File: config.mk
export PLATFORM = sky130hd
export DESIGN_NAME = alu_out_pipe
export DESIGN_NICKNAME = d
export VERILOG_FILES = /design/src/rtl/alu_out_pipe.sv
export SDC_FILE = /design/constraint.sdc
export NUM_CORES = 1
export LEC_CHECK = 0
export ABC_CLOCK_PERIOD_IN_PS = 2480
export CORE_MARGIN = 5
export CORE_UTILIZATION = 38
export CTS_BUF_LIST = sky130_fd_sc_hd__clkbuf_4
export CTS_CLUSTER_SIZE = 16
export DETAILED_ROUTE_END_ITERATION = 10
export GPL_ROUTABILITY_DRIVEN = 0
export GPL_TIMING_DRIVEN = 0
export PLACE_DENSITY = 0.69
export SYNTH_ARGS = -nofsm -noshare
export SYNTH_HDL_FRONTEND = slang
export SYNTH_SLANG_ARGS = --single-unit
File: constraint.sdc
create_clock -name clk -period 2.48 [get_ports clk]
set_input_delay 0.744 -clock clk [delete_from_list [all_inputs] [get_ports clk]]
set_output_delay 0.744 -clock clk [all_outputs]
set_load 0.01 [all_outputs]
File: src/rtl/alu_out_pipe.sv
// rtl/alu_out_pipe.sv - DEPTH-stage elastic valid/ready pipe for ALU result, carry and zero/neg flags
// Optional macro ALU_OUT_STICKY_CARRY_EN enables the cout_sticky register.
module alu_out_pipe #(
    parameter int WIDTH = 4,
    parameter int DEPTH = 2,
    parameter int OCC_W = $clog2(DEPTH + 1)
) (
    input  logic             clk,
    input  logic             reset,
    input  logic             flush,
    input  logic             in_valid,
    output logic             in_ready,
    input  logic [WIDTH-1:0] alu_f_in,
    input  logic             alu_cout_in,
    output logic             out_valid,
    input  logic             out_ready,
    output logic [WIDTH-1:0] f,
    output logic             cout,
    output logic             zero,
    output logic             neg,
    output logic [OCC_W-1:0] occupancy,
    output logic             cout_sticky
);

    logic [DEPTH-1:0] r_valid;
    logic [WIDTH-1:0] r_f [DEPTH];
    logic [DEPTH-1:0] r_cout;
    logic [DEPTH-1:0] r_zero;
    logic [DEPTH-1:0] r_neg;

    logic [DEPTH-1:0] w_adv;
    logic             w_in_xfer;
    logic [OCC_W-1:0] w_occ;

    // A stage may advance when any stage at or after it is empty, or the consumer takes the last one.
    always_comb begin : p_adv
        logic v_acc;
        w_adv = '0;
        for (int k = 0; k < DEPTH; k++) begin
            v_acc = out_ready;
            for (int j = k; j < DEPTH; j++) begin
                v_acc = v_acc | ~r_valid[j];
            end
            w_adv[k] = v_acc;
        end
    end

    assign in_ready  = w_adv[0] & ~flush & ~reset;
    assign w_in_xfer = in_valid & in_ready;

    always_ff @(posedge clk or posedge reset) begin
        if (reset) begin
            r_valid <= '0;
            r_cout  <= '0;
            r_zero  <= '0;
            r_neg   <= '0;
            for (int k = 0; k < DEPTH; k++) begin
                r_f[k] <= '0;
            end
        end else if (flush) begin
            r_valid <= '0;
        end else begin
            for (int k = DEPTH - 1; k > 0; k--) begin
                if (w_adv[k]) begin
                    r_valid[k] <= r_valid[k-1];
                    r_f[k]     <= r_f[k-1];
                    r_cout[k]  <= r_cout[k-1];
                    r_zero[k]  <= r_zero[k-1];
                    r_neg[k]   <= r_neg[k-1];
                end
            end
            if (w_adv[0]) begin
                r_valid[0] <= in_valid;
            end
            if (w_in_xfer) begin
                r_f[0]    <= alu_f_in;
                r_cout[0] <= alu_cout_in;
                r_zero[0] <= (alu_f_in == '0);
                r_neg[0]  <= alu_f_in[WIDTH-1];
            end
        end
    end

    always_comb begin
        w_occ = '0;
        for (int k = 0; k < DEPTH; k++) begin
            w_occ = w_occ + OCC_W'(r_valid[k]);
        end
    end

    assign out_valid = r_valid[DEPTH-1];
    assign f         = r_f[DEPTH-1];
    assign cout      = r_cout[DEPTH-1];
    assign zero      = r_zero[DEPTH-1];
    assign neg       = r_neg[DEPTH-1];
    assign occupancy = w_occ;

`ifdef ALU_OUT_STICKY_CARRY_EN
    logic r_cout_sticky;
    logic w_out_xfer;

    assign w_out_xfer = r_valid[DEPTH-1] & out_ready;

    // Flush wins over a same-cycle set.
    always_ff @(posedge clk or posedge reset) begin
        if (reset) begin
            r_cout_sticky <= 1'b0;
        end else if (flush) begin
            r_cout_sticky <= 1'b0;
        end else if (w_out_xfer && r_cout[DEPTH-1]) begin
            r_cout_sticky <= 1'b1;
        end
    end

    assign cout_sticky = r_cout_sticky;
`else
    assign cout_sticky = 1'b0;
`endif

endmodule

==> Word-level counts from Yosys, hierarchy flattened <==
Index checks and enable logic that the tools add are counted.
{ "classes": {"addsub": 1, "mux": 3, "bitwise": 10, "n_reduce_logical": 5} }
{ "ops": {"columns": ["op", "count"], "rows": [
  ["4-bit zero test", 1],
  ["1-bit NOT", 4],
  ["2-bit AND reduction", 2],
  ["2-bit nonzero test", 2],
  ["1-bit bitwise AND", 3],
  ["1-bit OR", 3],
  ["1-bit by 1-bit adder with 2-bit output", 1],
  ["1-bit two-way mux", 2],
  ["2-bit two-way mux", 1]
]} }
{ "word_totals": {"ff_bits": 16, "output_inout_bits": 12, "word_cells": 29} }

==> Logic depth before layout (Yosys ltp) <==
{ "logic_depth": {"ltp_word": 7, "depth_mapped": 4} }

==> Least setup slack after synthesis <==
Ideal clock, no wire load.
{ "synth_timing": {"path_type": "input port to flip-flop", "startpoint": "input port out_ready", "endpoint": "register r_cout[0]", "setup_time_ps": 125, "arrival_ps": 1824, "required_ps": 2355, "path_slack_ps": 531, "cell_stages": 4, "path_buffers": 1, "cell_sequence": "and3b_1 or4b_4 buf_6 mux2_4"} }
{ "synth_between": {"elab_chain_cells": 6} }
{ "synth_lines": {"columns": ["item", "line", "rtl"], "rows": [
  ["from (decl)", "16", "input logic out_ready,"],
  ["1-bit OR (2 in a row)", "42", "v_acc = v_acc | ~r_valid[j];"],
  ["1-bit bitwise AND (2 in a row)", "48", "assign in_ready = w_adv[0] & ~flush & ~reset;"],
  ["1-bit bitwise AND", "49", "assign w_in_xfer = in_valid & in_ready;"],
  ["2-bit AND reduction (no line)", null, null],
  ["to (signal, indexed assignment)", "67", "r_cout[k] <= r_cout[k-1];"],
  ["to (signal assigned)", "77", "r_cout[0] <= alu_cout_in;"],
  ["to (decl)", "27", "logic [DEPTH-1:0] r_cout;"]
]} }
Every way passes these cells.
A chain may end at the register's enable or synchronous reset.

==> Worst setup path in the final report <==
{ "layout_timing": {"startpoint": "input port flush", "endpoint": "output port in_ready"} }
{ "layout_between": {"elab_chain_cells": 3} }
{ "layout_lines": {"columns": ["item", "line", "rtl"], "rows": [
  ["from (decl)", "10", "input logic flush,"],
  ["1-bit NOT (no line)", null, null],
  ["1-bit bitwise AND (2 in a row)", "48", null],
  ["to (decl)", "12", "output logic in_ready,"]
]} }
Every way passes these cells.

==> impl_metrics.py <==
metrics = {
    "layout": {
        "stdcell_count": 85,
        "num_antenna_cells": 0,
        "synthToLayoutAreaGrowth_pct": 39.8,
        "drive_gt1_share_pct": 39.1,
        "fin_nets": 82,
    },
    "synthesis": {
        "synth_cells": 45,
        "yosysWarnings": 0,
        "avgSynthCellArea_um2": 14.2,
        "synth_cell_types": 14,
        "synthTopCellsByArea": "dfrtp_1, mux2_4, mux2_2, buf_4, nor2_1",
        "post-synth-top-count-cell": "dfrtp_1",
        "synthTopCellsByCount": "dfrtp_1, mux2_2, mux2_4",
        "synth_area_um2": 638,
        "ys_ff_latch": 14,
        "yosysTopAreaCell": "dfrtp_1",
        "seq_area_frac_synth_pct": 54.9,
        "synth_edf_count": 0,
        "synth_top_area_share_pct": 54.9,
        "async_flop_share_pct": 100,
        "synthFlopType": "dfrtp_1",
        "synth_nets": 56,
    },
    "timing": {
        "skew_ns": 0.00130,
        "finalCriticalPeriod_ns": 2.35,
        "fin_ws_ns": 0.130,
        "rsz0062_at_grt": "false",
        "timing.hold.ws_ns": 0.509,
        "hold_viol": 0,
        "slew_headroom_pct": 62.8,
        "finalMaxSlewViolations": 0,
        "clock.fmax_mhz": 426,
        "final.period_utilization_pct": 94.7,
        "worst-slew-pin-transition_ns": 0.555,
        "finalSetupViolCount": 0,
    },
    "power_and_ir_drop": {
        "p_int_uw": 453,
        "clockPowerShare_pct": 20.4,
        "swShare_pct": 24.1,
        "p_total_uw": 597,
        "ir_drop_v": 0.000339,
        "p_leak_uw": 0.000437,
        "p_per_area_nw_per_um2": 669,
        "power_switching_uw": 144,
        "pwr-share-seq_pct": 48.6,
        "comb_power_share_pct": 30.9,
    },
    "floorplan": {
        "die_x_um": 51.0,
        "ios": 22,
        "start_util_pct": 41.4,
        "dieArea_um2": 2600,
        "core_um2": 1540,
        "dieHeight_um": 51.0,
        "num_rows": 14,
    },
    "route": {
        "drc": 0,
        "postRouteAntennaNets": 0,
        "dr.pass1.iters": 1,
        "first_iter_violations": 0,
        "vias_per_cell": 4.72,
        "wire_per_inst_um": 13.6,
        "vias": 401,
        "drt-total-wl_mm": 1.16,
    },
    "placed_design": {
        "place_inst": 81,
        "pre_cts_slack_ns": -0.437,
        "dp_hpwl_um": 896,
        "port_buffers": 20,
    },
    "min_path": {
        "hp-class": "flop to flop",
    },
    "global_routing": {
        "overflow": 0,
        "grt_pass1_vias": 434,
        "antenna_found_initial": 0,
        "track_usage_pct": 10.1,
        "grt_max_degree": 15,
        "grt_pass1_wl_mm": 1.93,
    },
    "worst_setup_path": {
        "arrival_ns": 1.61,
        "cp-start-kind": "input pin",
        "required_ns": 1.74,
        "worstPathMaxFanout": 5,
        "cp-end-kind": "output port",
        "critical_path_class": "input pin to output port",
    },
    "cts": {
        "cts_sinks": 14,
        "cts_tree": "yes",
        "cts_inserted_buffers": 3,
        "clockRootBuffer": "clkbuf_4",
        "hold_buffers": 0,
        "clkSlewWorstSetupHoldPaths_ns": 0.07,
        "insertion_delay_ns": 0.27,
        "cts.path.max_buffers": 2,
        "htree_num_levels": 1,
    },
    "run": {
        "maxCapViolCount": 0,
    },
    "status": {
        "outcome": "completed",
    },
}
## worst paths after layout
| kind | startpoint | to | slack (ns) | cells past startpoint |
|---|---|---|---|---|
| worst max-delay path | flush | in_ready | 0.13 | 3 |
| worst min-delay path | f[0]$_DFFE_PP0P_ | f[0]$_DFFE_PP0P_ | 0.51 | 1 |
| worst max register to register | r_valid[1]$_DFFE_PP0P_ | r_f[7]$_DFFE_PP0P_ | 0.65 | 5 |
| worst min register to register | f[0]$_DFFE_PP0P_ | f[0]$_DFFE_PP0P_ | 0.51 | 1 |
| max in group asynchronous | reset | r_f[5]$_DFFE_PP0P_ | 1.23 | 2 |
| min in group asynchronous | reset | r_cout[1]$_DFFE_PP0P_ | 0.90 | 2 |
## through the flow
| step | util (%) | TNS, ns | instance area, um2 |
|---|---|---|---|
| CTS | 57.1 | 0 | 881 |
| floorplan | - | 0 | 638 |
| finish | 57.9 | 0 | 892 |
| detailed placement | 55.7 | -0.474 | 858 |
| global placement | 55.7 | -0.367 | 858 |
| global route | 57.9 | 0 | 892 |
## area by class of cell
class                      instances  area (um2)
fill                             133         649
sequential                        14         350
multi-input combinational         24         241
timing repair buffer              21         205
buffer                             6        48.8
clock buffer                       3        22.5
tap                               16        20.0
inverter                           1        3.75
## flip-flops by register name, summed over array words and instances, names as in the netlist
name,flops
r_f,4
f,4
r_valid,2
r_zero,2
r_cout,2
## critical path, stage by stage
cell	delay [ns]
clkdlybuf4s50_1	0.51
nor3_2	0.20
buf_2	0.15
## power by group through the flow
| stage | clock network [uW] | logic (uW) | registers, uW |
|---|---|---|---|
| floorplan | 0 | 97.9 | 295 |
| global placement | 0 | 184 | 294 |
| detailed placement | 0 | 187 | 296 |
| CTS | 130 | 188 | 291 |
| global route | 141 | 197 | 297 |
| finish | 122 | 185 | 290 |
## logic make-up after synthesis
| logic type | after synthesis | share of synthesized area, % |
|---|---|---|
| fa+ha+maj | 1 | 1.96 |
| buf+inv | 7 | 8.24 |
| flops | 14 | 54.9 |
| simple gates | 10 | 9.61 |
| other cells | 1 | 0.588 |
| mux | 12 | 24.7 |
## per-layer routing
layer / up-vias / routed length [um] / global-route usage (%) / part of all wire (%)
met2: 9 / 579 / 15.5 / 50
met5: - / 0 / 0 / 0
met3: 2 / 57 / 3.49 / 4.9
met4: 0 / 10 / 7.66 / 0.86
met1: 194 / 512 / 11.3 / 44
li1: 196 / - / - / -
## timing repair
action	4_1_cts	5_1_grt
gates resized for setup	6	2
endpoints found under the setup margin	1	1
buffers inserted	0	1
endpoints found under the hold margin	0	0
pin swaps	0	1
## layout by cell type (no fill, tap or decap), drive strengths merged
| cell type | instances |
|---|---|
| clkdlybuf4s50 | 18 |
| dfrtp | 14 |
| mux2 | 12 |
| buf | 8 |
| nor2 | 5 |
| clkbuf | 3 |
| and2b | 1 |
| and3b | 1 |
| or4b | 1 |
| nor4 | 1 |
| nor3 | 1 |
| inv | 1 |
| ha | 1 |
| conb | 1 |
| dlymetal6s2s | 1 |
(Power assumes the default switching activity.)
